**src/rtl/lfsr_pkg.sv**
```systemverilog
// Shared types and constants for the LFSR stream generator.
package lfsr_pkg;

    typedef enum logic [1:0] {WARM, RUN, RECOVER} lfsr_state_e;

    localparam logic [9:0]  TAPS_10 = 10'h240;
    localparam logic [15:0] TAPS_16 = 16'hB400;
    localparam logic [31:0] TAPS_32 = 32'h80200003;

    // Lock-up value, zero-extended to 32 bits: all-ones for XNOR, all-zeros for XOR.
    function automatic logic [31:0] lfsr_lockup_val(input int width, input logic mode);
        if (mode) begin
            return 32'hFFFF_FFFF >> (32 - width);
        end
        return 32'h0;
    endfunction

endpackage

```
**src/rtl/lfsr_feedback.sv**
```systemverilog
// Combinational Fibonacci feedback: parity of tapped bits, optionally inverted, shifted in at bit 0.
module lfsr_feedback #(
    parameter int               WIDTH = 10,
    parameter logic [WIDTH-1:0] TAPS  = 10'h240
) (
    input  logic [WIDTH-1:0] state,
    input  logic             mode_xnor,
    output logic [WIDTH-1:0] next_state
);

    logic fb;

    assign fb         = (^(state & TAPS)) ^ mode_xnor;
    assign next_state = {state[WIDTH-2:0], fb};

endmodule

```
**src/rtl/lfsr_stream_gen.sv**
```systemverilog
// LFSR pseudo-random word stream with seed load and lock-up recovery.
// Period tracking (period_done/period_len) is built only when LFSR_PERIOD_CNT_EN is defined.
module lfsr_stream_gen
    import lfsr_pkg::*;
#(
    parameter int               WIDTH        = 10,
    parameter logic [WIDTH-1:0] TAPS         = 10'h240,
    parameter logic [WIDTH-1:0] RECOVER_SEED = 10'h001
) (
    input  logic             clk,
    input  logic             reset,
    input  logic             mode_xnor,
    input  logic             seed_load,
    input  logic [WIDTH-1:0] seed_in,
    input  logic             out_ready,
    output logic             out_valid,
    output logic [WIDTH-1:0] out_data,
    output logic             lockup,
    output logic             period_done,
    output logic [WIDTH-1:0] period_len
);

    lfsr_state_e      fsm;
    logic [WIDTH-1:0] state;
    logic [WIDTH-1:0] step_state;
    logic [31:0]      lock_full;
    logic             is_lock;
    logic             step;

    lfsr_feedback #(
        .WIDTH (WIDTH),
        .TAPS  (TAPS)
    ) u_feedback (
        .state      (state),
        .mode_xnor  (mode_xnor),
        .next_state (step_state)
    );

    // A word is offered only in RUN and never while the state sits on the lock-up value.
    assign lock_full = lfsr_lockup_val(WIDTH, mode_xnor);
    assign is_lock   = (32'(state) == lock_full);
    assign out_valid = (fsm == RUN) && !is_lock;
    assign step      = out_valid && out_ready;
    assign out_data  = state;

    always_ff @(posedge clk) begin
        if (reset) begin
            fsm    <= WARM;
            state  <= '0;
            lockup <= 1'b0;
        end else begin
            lockup <= 1'b0;
            if (seed_load) begin
                state <= seed_in;
                fsm   <= RUN;
            end else begin
                case (fsm)
                    WARM: fsm <= RUN;
                    RUN: begin
                        if (is_lock) begin
                            fsm    <= RECOVER;
                            lockup <= 1'b1;
                        end else if (out_ready) begin
                            state <= step_state;
                        end
                    end
                    RECOVER: begin
                        state <= RECOVER_SEED;
                        fsm   <= RUN;
                    end
                    default: fsm <= WARM;
                endcase
            end
        end
    end

`ifdef LFSR_PERIOD_CNT_EN
    logic [WIDTH-1:0] ref_state;
    logic [WIDTH-1:0] cnt;
    logic [WIDTH-1:0] cnt_inc;

    // Saturating increment so a sequence that never returns cannot fake a period.
    assign cnt_inc = (cnt == '1) ? cnt : cnt + WIDTH'(1);

    always_ff @(posedge clk) begin
        if (reset) begin
            ref_state   <= '0;
            cnt         <= '0;
            period_len  <= '0;
            period_done <= 1'b0;
        end else begin
            period_done <= 1'b0;
            if (seed_load) begin
                ref_state <= seed_in;
                cnt       <= '0;
            end else if (fsm == RECOVER) begin
                ref_state <= RECOVER_SEED;
                cnt       <= '0;
            end else if (step) begin
                if (step_state == ref_state) begin
                    period_len  <= cnt_inc;
                    period_done <= 1'b1;
                    cnt         <= '0;
                end else begin
                    cnt <= cnt_inc;
                end
            end
        end
    end
`else
    assign period_done = 1'b0;
    assign period_len  = '0;
`endif

endmodule

```
**config.mk**
```make
export PLATFORM = sky130hd
export DESIGN_NAME = lfsr_stream_gen
export DESIGN_NICKNAME = d
export VERILOG_FILES = /design/src/rtl/lfsr_pkg.sv /design/src/rtl/lfsr_feedback.sv /design/src/rtl/lfsr_stream_gen.sv
export SDC_FILE = /design/constraint.sdc
export NUM_CORES = 1
export LEC_CHECK = 0
export ABC_AREA = 1
export BUFFER_PORTS_ARGS = -buffer_cell sky130_fd_sc_hd__buf_4
export CORE_MARGIN = 2
export CORE_UTILIZATION = 23
export DETAILED_ROUTE_END_ITERATION = 6
export PLACE_DENSITY_LB_ADDON = 0.12
export SLEW_MARGIN = 20
export SYNTH_ARGS = -nofsm -noshare
export SYNTH_HDL_FRONTEND = slang
export SYNTH_SLANG_ARGS = --single-unit
```
**constraint.sdc**
```tcl
create_clock -name clk -period 1.5 [get_ports clk]
set_clock_uncertainty 0.05 [all_clocks]
set_input_delay 0.45 -clock clk [delete_from_list [all_inputs] [get_ports clk]]
set_output_delay 0.45 -clock clk [all_outputs]
set_load 0.01 [all_outputs]
```
==> results <==
- The minimum setup slack among reg-to-reg paths is -0.16 ns.
- The total CTS buffers is 3.
- The maximum number of pins on one net before global-route repair is 21.
- The adder-cell area share of the yosys netlist is 0%.
- The final global-route overflow total is 0.
- The total power divided by cell area is 791 nW/um^2.
- Clock-pin slew was measured on the worst setup and hold paths at around 0.060 ns.
- The count of pins on the block boundary is 38.
- The kind of end point of the critical path is a primary output.
- The width of the die is 68.7 um.
- The worst setup path is of the flip-flop to primary output kind.
- The estimated wirelength of the detail-placed design is 1870 um.
- The net count of the finished layout is about 210.
- Of the synthesized area, sequential elements account for 27.0%.
- The number of cells after detailed placement is between 200 and 250.
- Hold is met by 0.324 ns.
- The total routing usage reported by global routing is 11.9%.
- TritonCTS built the clock tree.
- In the post-synthesis netlist, the biggest area contributors are sky130_fd_sc_hd__dfxtp_1 (27%), sky130_fd_sc_hd__nand2_1 (18%), sky130_fd_sc_hd__nand3_2 (12%), sky130_fd_sc_hd__buf_4 (10%), sky130_fd_sc_hd__a21oi_1 (6.2%).
- Measured along the y axis, the die boundary spans about 69 um.
- The library cells used most frequently in the layout, excluding fill and tap cells, are sky130_fd_sc_hd__buf_4 (47), sky130_fd_sc_hd__nand2_1 (46), sky130_fd_sc_hd__nor2_1 (13).
- Of the cells placed in the final design, the portion with a size suffix greater than 1 is about half.
- Setup violations remaining at the end of the flow were counted as 3.
- The highest ir drop seen on vdd is roughly 390 uV.
- For this block, the initial DRC count from the detailed router was between 40 and 50.
- The leakage power figure is around 0.75 nW.
- Static timing analysis puts the maximum clock frequency at ~0.6 GHz.
- The kind of start point of the critical path is a flip-flop.
- The worst register-to-register path ends at lockup.
- The detailed-routing iteration count for the pre-antenna-repair pass is 4.
- The maximum buffer depth of the clock tree is 2.
- The worst hold path belongs to the class input pin to flip-flop.
- Cell internal power was estimated by the tool at slightly below 800 uW.
- The final cell area excluding filler cells is 1460 sq um.
- The hold violation total from the final report is 0.
- Dividing the synthesized area by the synthesized cell count gives 6.47 sq um.
- The number of sinks on the clock net is 13.
- Yosys printed 0 warnings.
- During placement, the flow inserted port buffers numbering 26.
- The fraction of power spent switching nets is between 30% and 40%.
- Sequential cells account for a little over a third of the total power.
- Along the worst hold path, the cell count comes to 2.
- The total via count after detailed routing is ~990.
- After synthesis the netlist holds a flip-flop and latch count of 13.
- The final reports fail on setup timing.
- After Yosys synthesis, and, or, nand and nor cells account for about 44% of the synthesized area.
- Data on the critical path is required at its endpoint by 1.00 ns.
- The unique cell type count in the Yosys netlist is 20.
- The worst-path maximum fanout is 3.
- CTS built an H-tree with a depth of 1.
- The source of the worst hold timing path is reset.
- The total length of routed wires is 2560 um.
- The initial antenna violation count is 0.
- For hold timing, the worst endpoint is fsm[0].
- 0 antenna diodes ended up in the layout.
- The startpoint of the lowest-slack register-to-register path is out_data[8].
- The synthesized area is approximately 960 sq um.
- The main combinational cell family by area after synthesis is simple AND/OR/NAND/NOR gates.
- The fraction of post-synthesis cell area in the top cell type by area is around 27%.
- The power dissipated by switching net loads is roughly 380 uW.
- The die covers approximately 4700 sq um.
- The combinational share of power is 37.2%.
- After floorplanning, the core was divided into 23 placement rows.
- The arrival time reported for the critical path endpoint is between 1 and 1.5 ns.
- The slack of the critical path is -0.169 ns.
- The xor/xnor share of the synthesized area is 0%.
- The mean number of vias per cell is 3.99.
- The number of maximum-capacitance constraint violations is 0.
- The wire length of the first global-routing pass is approximately 4000 um.
- After layout, the minimum clock period comes to between 1.5 and 2 ns.
- The initial standard-cell utilization of the core is 23.9%.
- The multiplexer area fraction after synthesis is 0%.
- Compared with the post-synthesis result, the final layout area differs by 51.7%.
- The max-slew violation count is 0.
- sky130_fd_sc_hd__dfxtp_1 takes more of the synthesized area than any other cell.
- The post-placement cell area is 1310 sq um.
- Setup repair after global routing could not meet its margin everywhere.
- The cell at the root of the clock tree is sky130_fd_sc_hd__clkbuf_8.
- The run finished, with violations left.
- The final clock period utilization by the worst path is 111%.
- In the synthesized netlist, the number of instances is 149.
- Summing the areas of all compound-gate instances in the mapped netlist gives 7.92% of the synthesized area.
- The summed negative setup slack over all endpoints is -0.449 ns.
- Once layout is complete, the cells apart from fillers number roughly 250.
- The core outline area is between 4000 and 5000 sq um.
- The power consumption is approximately 1.2 mW.
- The clock network burns between 20% and 30% of the power.
- After filler insertion, the fill cell instance count of the layout stands at 440.
- In the routed design, unresolved DRC markers number 0.
- The final weighted congestion of routability-driven global placement is between 0.7 and 0.8.
- In the final routed layout, each cell accounts on average for between 10 and 15 um.
- For the worst-skew pair, the clock arrives at the later sink with an insertion delay of around 0.25 ns.
- The via count of the first global-routing pass is around 890.
- Measured in cells, the most critical reg-to-reg path has a length of 11.
- The most common cell after layout, fill and taps aside is sky130_fd_sc_hd__buf_4.
- The detail route stage leaves a number of antenna-violating nets equal to 0.
## cell type report
class	instances	area [sq um]	area share [%]
multi-input combinational	111	588	40.2
timing repair buffer	52	435	29.8
sequential	13	265	18.2
inverter	17	63.8	4.37
tap	50	62.6	4.28
clock buffer	3	41.3	2.83
clock inverter	1	5.00	0.342
## worst max-delay path by stage
stage | startpoint | end | slack, ns | depth (start not counted)
floorplan | out_data[6] | out_valid | 0.12 | 5
global placement | mode_xnor | out_valid | -0.09 | 7
detailed placement | mode_xnor | out_valid | -0.1 | 7
CTS | out_data[6] | out_valid | -0.20 | 7
global route | out_data[9] | out_valid | -0.25 | 6
finish | out_data[8] | out_valid | -0.17 | 7
## cell usage after synthesis (all sizes together)
library cell	instances
nand2	49
nor2	20
buf	17
nand3	15
dfxtp	13
a21oi	12
clkinv	9
inv	8
o21ai	2
a31oi	1
clkbuf	1
conb	1
nor3	1
## registers in the layout, summed over array words and instances, names as in the netlist
| register | count |
|---|---|
| lockup | 1 |
| out_data | 10 |
| fsm | 2 |
## routing by layer
layer  vias to the layer above  track usage [%]  part of all wire, %
li1                        529                -                    -
met1                       432             14.6                   46
met2                        22             20.2                   49
met3                         2             3.90                  4.7
met4                         0             2.94                 0.74
met5                         -                0                    0
## power by group through the flow
stage	Combinational, mW	Sequential, mW	Clock, mW
2_1_floorplan	0.217	0.428	0
3_3_place_gp	0.385	0.407	0
3_5_place_dp	0.387	0.408	0
4_1_cts	0.410	0.402	0.340
5_1_grt	0.481	0.409	0.356
6_report	0.430	0.404	0.322
## what timing repair did
action / in CTS / in global routing
endpoints found under the setup margin: 1 / 13
hold buffers: 0 / 0
resized for setup: 7 / 15
buffers inserted: 6 / 1
pin swaps: 2 / 5
## metrics by stage
step	util, %	worst slack, ns
3_5_place_dp	32.4	-0.0979
2_1_floorplan	-	0.116
6_report	36.3	-0.169
4_1_cts	35.1	-0.200
3_3_place_gp	32.4	-0.0864
5_1_grt	36.3	-0.254
## logic make-up after synthesis
kind of cell           after synthesis
AND/OR/NAND/NOR                     85
AO/OA/AOI/OAI                       15
flip-flops                          13
buffers and inverters               35
other                                1
## critical path, stage by stage (launching register included)
cell                      delay [ns]
sky130_fd_sc_hd__dfxtp_2        0.32
sky130_fd_sc_hd__nor2_1         0.09
sky130_fd_sc_hd__nand2_1        0.09
sky130_fd_sc_hd__nor2_2         0.12
sky130_fd_sc_hd__nand2_2        0.07
sky130_fd_sc_hd__nand3_2        0.09
sky130_fd_sc_hd__inv_2          0.04
sky130_fd_sc_hd__buf_6          0.11
No activity file was read; power rests on OpenSTA's default activity.
